`config.mk`:
```
export PLATFORM = sky130hd
export DESIGN_NAME = sprite_scheduler_flat
export DESIGN_NICKNAME = d
export VERILOG_FILES = /design/src/rtl/sprite_scheduler_if.sv /design/src/rtl/sprite_scheduler.sv /design/src/flat_wrapper.sv
export SDC_FILE = /design/constraint.sdc
export NUM_CORES = 1
export LEC_CHECK = 0
export ABC_AREA = 1
export CAP_MARGIN = 20
export CORE_AREA = 2 2 186 133
export DETAILED_ROUTE_END_ITERATION = 10
export DIE_AREA = 0 0 188 135
export PLACE_DENSITY_LB_ADDON = 0.08
export SYNTH_ARGS = -nofsm -noshare
export SYNTH_HDL_FRONTEND = slang
export SYNTH_SLANG_ARGS = --single-unit
```
`constraint.sdc`:
```
create_clock -name pixel_clk_in -period 7.85 [get_ports pixel_clk_in]
set_input_delay 1.57 -clock pixel_clk_in [delete_from_list [all_inputs] [get_ports pixel_clk_in]]
set_output_delay 1.57 -clock pixel_clk_in [all_outputs]
set_load 0.02 [all_outputs]
```
`src/rtl/sprite_scheduler_if.sv`:
```
// Position-update port of the sprite scheduler: one sprite position per accepted
// valid/ready transfer.
interface sprite_scheduler_if #(
   parameter int NUM_SPRITES = 4
) ();
   localparam int IDW = $clog2(NUM_SPRITES);

   logic           pos_valid_in;
   logic           pos_ready_out;
   logic [IDW-1:0] pos_id_in;
   logic [10:0]    pos_x_in;
   logic [9:0]     pos_y_in;
   logic           pos_en_in;

   modport master (
      output pos_valid_in, pos_id_in, pos_x_in, pos_y_in, pos_en_in,
      input  pos_ready_out
   );

   modport slave (
      input  pos_valid_in, pos_id_in, pos_x_in, pos_y_in, pos_en_in,
      output pos_ready_out
   );
endinterface

```
`src/rtl/sprite_scheduler.sv`:
```
// Per-pixel sprite picker sharing one image ROM; positions are double-buffered
// and committed at frame start so a frame never mixes old and new positions.
module sprite_scheduler #(
   parameter int NUM_SPRITES = 4,
   parameter int WIDTH       = 32,
   parameter int HEIGHT      = 32,
   parameter int ROM_LATENCY = 2,
   parameter int PAL_LATENCY = 2
) (
   input  logic                                        pixel_clk_in,
   input  logic                                        rst_n_in,
   input  logic [10:0]                                 hcount_in,
   input  logic [9:0]                                  vcount_in,
   input  logic                                        frame_start_in,
   sprite_scheduler_if.slave                           pos_if,
   output logic [$clog2(NUM_SPRITES*WIDTH*HEIGHT)-1:0] rom_addr_out,
   output logic                                        hit_out,
   output logic [$clog2(NUM_SPRITES)-1:0]              sprite_id_out
);
   localparam int IDW   = $clog2(NUM_SPRITES);
   localparam int AW    = $clog2(NUM_SPRITES*WIDTH*HEIGHT);
   localparam int DEPTH = ROM_LATENCY + PAL_LATENCY;

   typedef enum logic [0:0] {
      ST_OPEN   = 1'b0,
      ST_COMMIT = 1'b1
   } state_t;

   state_t state_r;
   state_t state_next_s;
   logic   ready_r;
   logic   accept_s;

   logic [10:0] sh_x_r   [NUM_SPRITES];
   logic [9:0]  sh_y_r   [NUM_SPRITES];
   logic        sh_en_r  [NUM_SPRITES];
   logic [10:0] act_x_r  [NUM_SPRITES];
   logic [9:0]  act_y_r  [NUM_SPRITES];
   logic        act_en_r [NUM_SPRITES];

   logic [NUM_SPRITES-1:0] cover_s;
   logic                   win_hit_s;
   logic [IDW-1:0]         win_id_s;
   logic [10:0]            dx_s;
   logic [9:0]             dy_s;
   logic [AW-1:0]          addr_s;

   logic [AW-1:0]  rom_addr_r;
   logic           hit_s1_r;
   logic [IDW-1:0] id_s1_r;
   logic           hit_pipe_r [DEPTH];
   logic [IDW-1:0] id_pipe_r  [DEPTH];

   assign pos_if.pos_ready_out = ready_r;
   assign accept_s             = pos_if.pos_valid_in && ready_r;

   // Next-state logic: COMMIT always lasts a single cycle.
   always_comb begin
      state_next_s = state_r;
      case (state_r)
         ST_OPEN: begin
            if (frame_start_in) begin
               state_next_s = ST_COMMIT;
            end else begin
               state_next_s = ST_OPEN;
            end
         end
         ST_COMMIT: state_next_s = ST_OPEN;
         default:   state_next_s = ST_OPEN;
      endcase
   end

   // State register; ready is registered from the next state so it equals (state == OPEN).
   always_ff @(posedge pixel_clk_in or negedge rst_n_in) begin
      if (!rst_n_in) begin
         state_r <= ST_OPEN;
         ready_r <= 1'b1;
      end else begin
         state_r <= state_next_s;
         ready_r <= (state_next_s == ST_OPEN);
      end
   end

   // Shadow and active position banks.
   always_ff @(posedge pixel_clk_in or negedge rst_n_in) begin
      if (!rst_n_in) begin
         for (int i = 0; i < NUM_SPRITES; i++) begin
            sh_x_r[i]   <= 11'd0;
            sh_y_r[i]   <= 10'd0;
            sh_en_r[i]  <= 1'b0;
            act_x_r[i]  <= 11'd0;
            act_y_r[i]  <= 10'd0;
            act_en_r[i] <= 1'b0;
         end
      end else begin
         if (accept_s) begin
            sh_x_r[pos_if.pos_id_in]  <= pos_if.pos_x_in;
            sh_y_r[pos_if.pos_id_in]  <= pos_if.pos_y_in;
            sh_en_r[pos_if.pos_id_in] <= pos_if.pos_en_in;
         end
         if (state_r == ST_COMMIT) begin
            for (int i = 0; i < NUM_SPRITES; i++) begin
               act_x_r[i]  <= sh_x_r[i];
               act_y_r[i]  <= sh_y_r[i];
               act_en_r[i] <= sh_en_r[i];
            end
         end
      end
   end

   // Coverage test with one extra bit on each sum so edge sprites do not wrap;
   // scanning downward leaves the lowest covering index as the winner.
   always_comb begin
      cover_s   = {NUM_SPRITES{1'b0}};
      win_hit_s = 1'b0;
      win_id_s  = {IDW{1'b0}};
      for (int i = 0; i < NUM_SPRITES; i++) begin
         cover_s[i] = act_en_r[i]
            && ({1'b0, hcount_in} >= {1'b0, act_x_r[i]})
            && ({1'b0, hcount_in} <  ({1'b0, act_x_r[i]} + 12'(WIDTH)))
            && ({1'b0, vcount_in} >= {1'b0, act_y_r[i]})
            && ({1'b0, vcount_in} <  ({1'b0, act_y_r[i]} + 11'(HEIGHT)));
      end
      for (int i = NUM_SPRITES - 1; i >= 0; i--) begin
         win_hit_s = cover_s[i] ? 1'b1 : win_hit_s;
         win_id_s  = cover_s[i] ? IDW'(i) : win_id_s;
      end
   end

   // ROM address of the winning sprite's pixel, reduced modulo the address width.
   always_comb begin
      dx_s   = hcount_in - act_x_r[win_id_s];
      dy_s   = vcount_in - act_y_r[win_id_s];
      addr_s = AW'(win_id_s) * AW'(WIDTH * HEIGHT) + AW'(dy_s) * AW'(WIDTH) + AW'(dx_s);
   end

   // Stage 1 register plus the alignment delay line matching ROM and palette latency.
   always_ff @(posedge pixel_clk_in or negedge rst_n_in) begin
      if (!rst_n_in) begin
         rom_addr_r <= {AW{1'b0}};
         hit_s1_r   <= 1'b0;
         id_s1_r    <= {IDW{1'b0}};
         for (int k = 0; k < DEPTH; k++) begin
            hit_pipe_r[k] <= 1'b0;
            id_pipe_r[k]  <= {IDW{1'b0}};
         end
      end else begin
         rom_addr_r    <= win_hit_s ? addr_s : {AW{1'b0}};
         hit_s1_r      <= win_hit_s;
         id_s1_r       <= win_hit_s ? win_id_s : {IDW{1'b0}};
         hit_pipe_r[0] <= hit_s1_r;
         id_pipe_r[0]  <= id_s1_r;
         for (int k = 1; k < DEPTH; k++) begin
            hit_pipe_r[k] <= hit_pipe_r[k-1];
            id_pipe_r[k]  <= id_pipe_r[k-1];
         end
      end
   end

   assign rom_addr_out  = rom_addr_r;
   assign hit_out       = hit_pipe_r[DEPTH-1];
   assign sprite_id_out = id_pipe_r[DEPTH-1];
endmodule

```
`src/flat_wrapper.sv`:
```
// flat-port wrapper written by rule: the top's interface ports become plain ports
module sprite_scheduler_flat 
#(
   parameter int NUM_SPRITES = 4,
   parameter int WIDTH       = 32,
   parameter int HEIGHT      = 32,
   parameter int ROM_LATENCY = 2,
   parameter int PAL_LATENCY = 2
)
  (pixel_clk_in, rst_n_in, hcount_in, vcount_in, frame_start_in, rom_addr_out, hit_out, sprite_id_out, pos_if_pos_valid_in, pos_if_pos_id_in, pos_if_pos_x_in, pos_if_pos_y_in, pos_if_pos_en_in, pos_if_pos_ready_out);
  sprite_scheduler_if #(.NUM_SPRITES(NUM_SPRITES)) pos_if_i ();
  input  logic pixel_clk_in;
  input  logic rst_n_in;
  input  logic [10:0] hcount_in;
  input  logic [9:0] vcount_in;
  input  logic frame_start_in;
  output logic [$clog2(NUM_SPRITES*WIDTH*HEIGHT)-1:0] rom_addr_out;
  output logic hit_out;
  output logic [$clog2(NUM_SPRITES)-1:0] sprite_id_out;
  input wire logic [$bits(pos_if_i.pos_valid_in)-1:0] pos_if_pos_valid_in;
  input wire logic [$bits(pos_if_i.pos_id_in)-1:0] pos_if_pos_id_in;
  input wire logic [$bits(pos_if_i.pos_x_in)-1:0] pos_if_pos_x_in;
  input wire logic [$bits(pos_if_i.pos_y_in)-1:0] pos_if_pos_y_in;
  input wire logic [$bits(pos_if_i.pos_en_in)-1:0] pos_if_pos_en_in;
  output wire logic [$bits(pos_if_i.pos_ready_out)-1:0] pos_if_pos_ready_out;
  assign pos_if_i.pos_valid_in = pos_if_pos_valid_in;
  assign pos_if_i.pos_id_in = pos_if_pos_id_in;
  assign pos_if_i.pos_x_in = pos_if_pos_x_in;
  assign pos_if_i.pos_y_in = pos_if_pos_y_in;
  assign pos_if_i.pos_en_in = pos_if_pos_en_in;
  assign pos_if_pos_ready_out = pos_if_i.pos_ready_out;
  sprite_scheduler #(.NUM_SPRITES(NUM_SPRITES), .WIDTH(WIDTH), .HEIGHT(HEIGHT), .ROM_LATENCY(ROM_LATENCY), .PAL_LATENCY(PAL_LATENCY)) u_core (.pixel_clk_in(pixel_clk_in), .rst_n_in(rst_n_in), .hcount_in(hcount_in), .vcount_in(vcount_in), .frame_start_in(frame_start_in), .pos_if(pos_if_i), .rom_addr_out(rom_addr_out), .hit_out(hit_out), .sprite_id_out(sprite_id_out));
endmodule
```
==> reports/results.ini <==
[outcome]
status = finished, final reports clean

[cts]
htree_num_levels = 1
clk_pin_slew_ns = 0.07
cts_setup_buffers = 0
hold_buffers = 0
cts_root_buf = clkbuf_16
cts_num_sinks = 205
clkLatencyLatePin_ns = 0.54
cts_resized = 0
clk_path_buf_depth = 3
cts_tree = done
numCtsBuffers = 23

[placed_design]
dp_cells = 1941
dpl-instance-area_sq_um = 13800
gp_congestion = 0.913
dp_hpwl_microns = 27300
portBuffers = 64

[finish]
fillers = 2068
drive_gt1_share_pct = 5.11
fin_cells = 1982
area_growth_pct = 13.8
layout.nets = 1863
diodes = 0
fin_area_sq_um = 14600

[critical_path]
ff2ff_path_depth = 41
critPathRequiredTime_ns = 8.28
cp_max_fo = 18
crit_type = primary input to flip-flop
critPathMaxStageDelay_ns = 0.81
reg2reg_slack_ns = 1.52
reg2reg_from = u_core.act_x_r[16]$_DFFE_PN0P_
cp.arrival_ns = 7.75
cp_common_cell = nand2_1
start_kind = primary input
slowest_stage = clkdlybuf4s50_1
r2r_end = u_core.rom_addr_out[11]$_DFF_PN0_
endpoint_kind = flip-flop

[synth]
synth_area_sq_um = 12800
yosysWarnings = 0
netlist_top_cells_count = 340 x nand2_1, 212 x inv_1, 204 x dfrtp_1, 199 x o21ai_0, 162 x ha_1
async_reset_ff_share_pct = 100
syn_area_per_cell_sq_um = 8.09
ys.flop_type = dfrtp_1
synth-seq-area-share_pct = 40.0
ys_ff_latch = 205
ys_top_cells_by_area = dfrtp_1 40%, ha_1 16%, nand2_1 10%
yosysUniqueCellTypes = 36
synth_top_cell_by_area = dfrtp_1
synth_edf_count = 0
syn_nets = 1801
syn_inst = 1586
synth.top_cell.area_share_pct = 39.8
synth_most_common_cell = nand2_1

[pwr]
leakagePower_uw = 0.00733
ir_worst_vdd_mv = 0.198
p_total_uw = 4350
p_per_area_nw_per_um2 = 298

[sta]
setup_violations = 0
clock.fmax_mhz = 137
worst_slew_pin_slew_ns = 0.989
fin_crit_sh_pct = 93.3
rsz0062_at_grt = no
report.final.hold_viol_count = 0
slew_headroom_pct = 34.1
tns_ns = 0
finClkSkew_ns = 0.0152
whs_ns = 0.347
drv_slew = 0
period_minus_slack_ns = 7.32

[min_path]
min_from = u_core.id_s1_r[0]$_DFF_PN0_
min_path_type = flip-flop to flip-flop
holdPathStages = 0
hold_end = u_core.id_pipe_r[6]$_DFF_PN0_

[floorplanning]
fp.dieW_microns = 188
rows = 47
coreArea_sq_um = 23500
pin_count = 65
fp.dieH_microns = 135
start_util_pct = 54.7
dieArea_sq_um = 25400

[global_routing]
grt_pass1_vias = 9749
grt.total_usage_pct = 28.4
grt_pass1_wl_microns = 55300
grt_max_degree = 110
overflow = 0
antenna_found_initial = 1

[routing]
wl_per_cell_microns = 17.8
drt_first_pass_iters = 7
first_iter_violations = 803
route.detailed.drc = 0
wl_microns = 35300
viasPerCell = 5.38
vias = 10700
ant_nets = 0

[flow_run]
drv_cap = 0

-- area by class of cell --
type | instances | area, sq um | share of cell area, %
Multi-Input combinational cell | 1119 | 6660 | 45.6
Inverter | 215 | 807 | 5.53
Timing Repair Buffer | 84 | 795 | 5.44
Tap cell | 318 | 398 | 2.73
Clock inverter | 11 | 158 | 1.08
Clock buffer | 30 | 642 | 4.40
Sequential cell | 205 | 5130 | 35.2
-- how the worst max path moves through the flow --
stage | from | to | slack [ns] | depth (start not counted)
after floorplan | hcount_in[0] | u_core.rom_addr_out[11]$_DFF_PN0_ | 1.51 | 43
after detailed placement | hcount_in[7] | u_core.rom_addr_out[11]$_DFF_PN0_ | 0.06 | 39
after global routing | hcount_in[7] | u_core.rom_addr_out[11]$_DFF_PN0_ | 0.003 | 41
after CTS | hcount_in[7] | u_core.rom_addr_out[11]$_DFF_PN0_ | 0.61 | 39
after global placement | hcount_in[9] | u_core.rom_addr_out[11]$_DFF_PN0_ | 0.26 | 43
final | hcount_in[7] | u_core.rom_addr_out[11]$_DFF_PN0_ | 0.53 | 39
-- critical path, delay by kind of cell --
| kind | cells | cell delay (ns) |
|---|---|---|
| compound gates | 11 | 1.82 |
| xor+xnor | 1 | 0.10 |
| fa+ha+maj | 5 | 1.57 |
| simple gates | 17 | 1.53 |
| buf+inv | 5 | 1.19 |
-- layer usage --
metal  GRT usage [%]  part of all wire, %
met2            36.4                   37
met4            3.94                  1.0
met3            7.25                  9.1
met5               0                    0
met1            47.5                   53
-- state kept, by name, summed over array words and instances (netlist names) --
signal and flops:
u_core.hit_pipe_r 3, u_core.hit_out 1, u_core.sh_x_r 44, u_core.sprite_id_out 2
u_core.act_en_r 4, u_core.act_x_r 44, u_core.hit_s1_r 1, u_core.sh_en_r 4
u_core.rom_addr_out 12, u_core.act_y_r 40, u_core.pos_if.pos_ready_out 1, u_core.id_pipe_r 6
u_core.id_s1_r 2, u_core.state_r 1, u_core.sh_y_r 40
-- where the power goes --
part	internal, uW	total [uW]	switching (uW)
clock	682	1140	462
combinational	694	1750	1050
sequential	1280	1460	177
-- kinds of logic after synthesis --
group	synth area share, %
xor+xnor	2.80
simple gates	17.8
flops	40.0
compound gates	14.2
mux	0.615
buf+inv	8.11
fa+ha+maj	16.4
-- stage by stage --
step                      utilization, %  setup WS [ns]
after floorplan                        -           1.51
after global placement              58.8          0.256
after detailed placement            58.8         0.0580
after CTS                           62.2          0.613
after global routing                62.2        0.00349
final                               62.2          0.529
-- placed cells by master (no fill, tap or decap), drive strengths merged, types with 5 or more instances in the layout --
master and n:
ha 162, xor2 28, a21o 9, buf 20
dfrtp 204, clkinv 5, clkbuf 31, nand3b 5
nor2 112, nand2 346, nand3 56, inv 217
o21a 9, clkdlybuf4s50 63, nand4 16, o21ai 215
xnor2 13, mux2 7, nor3 16, a21oi 108
(Power assumes the default switching activity.)
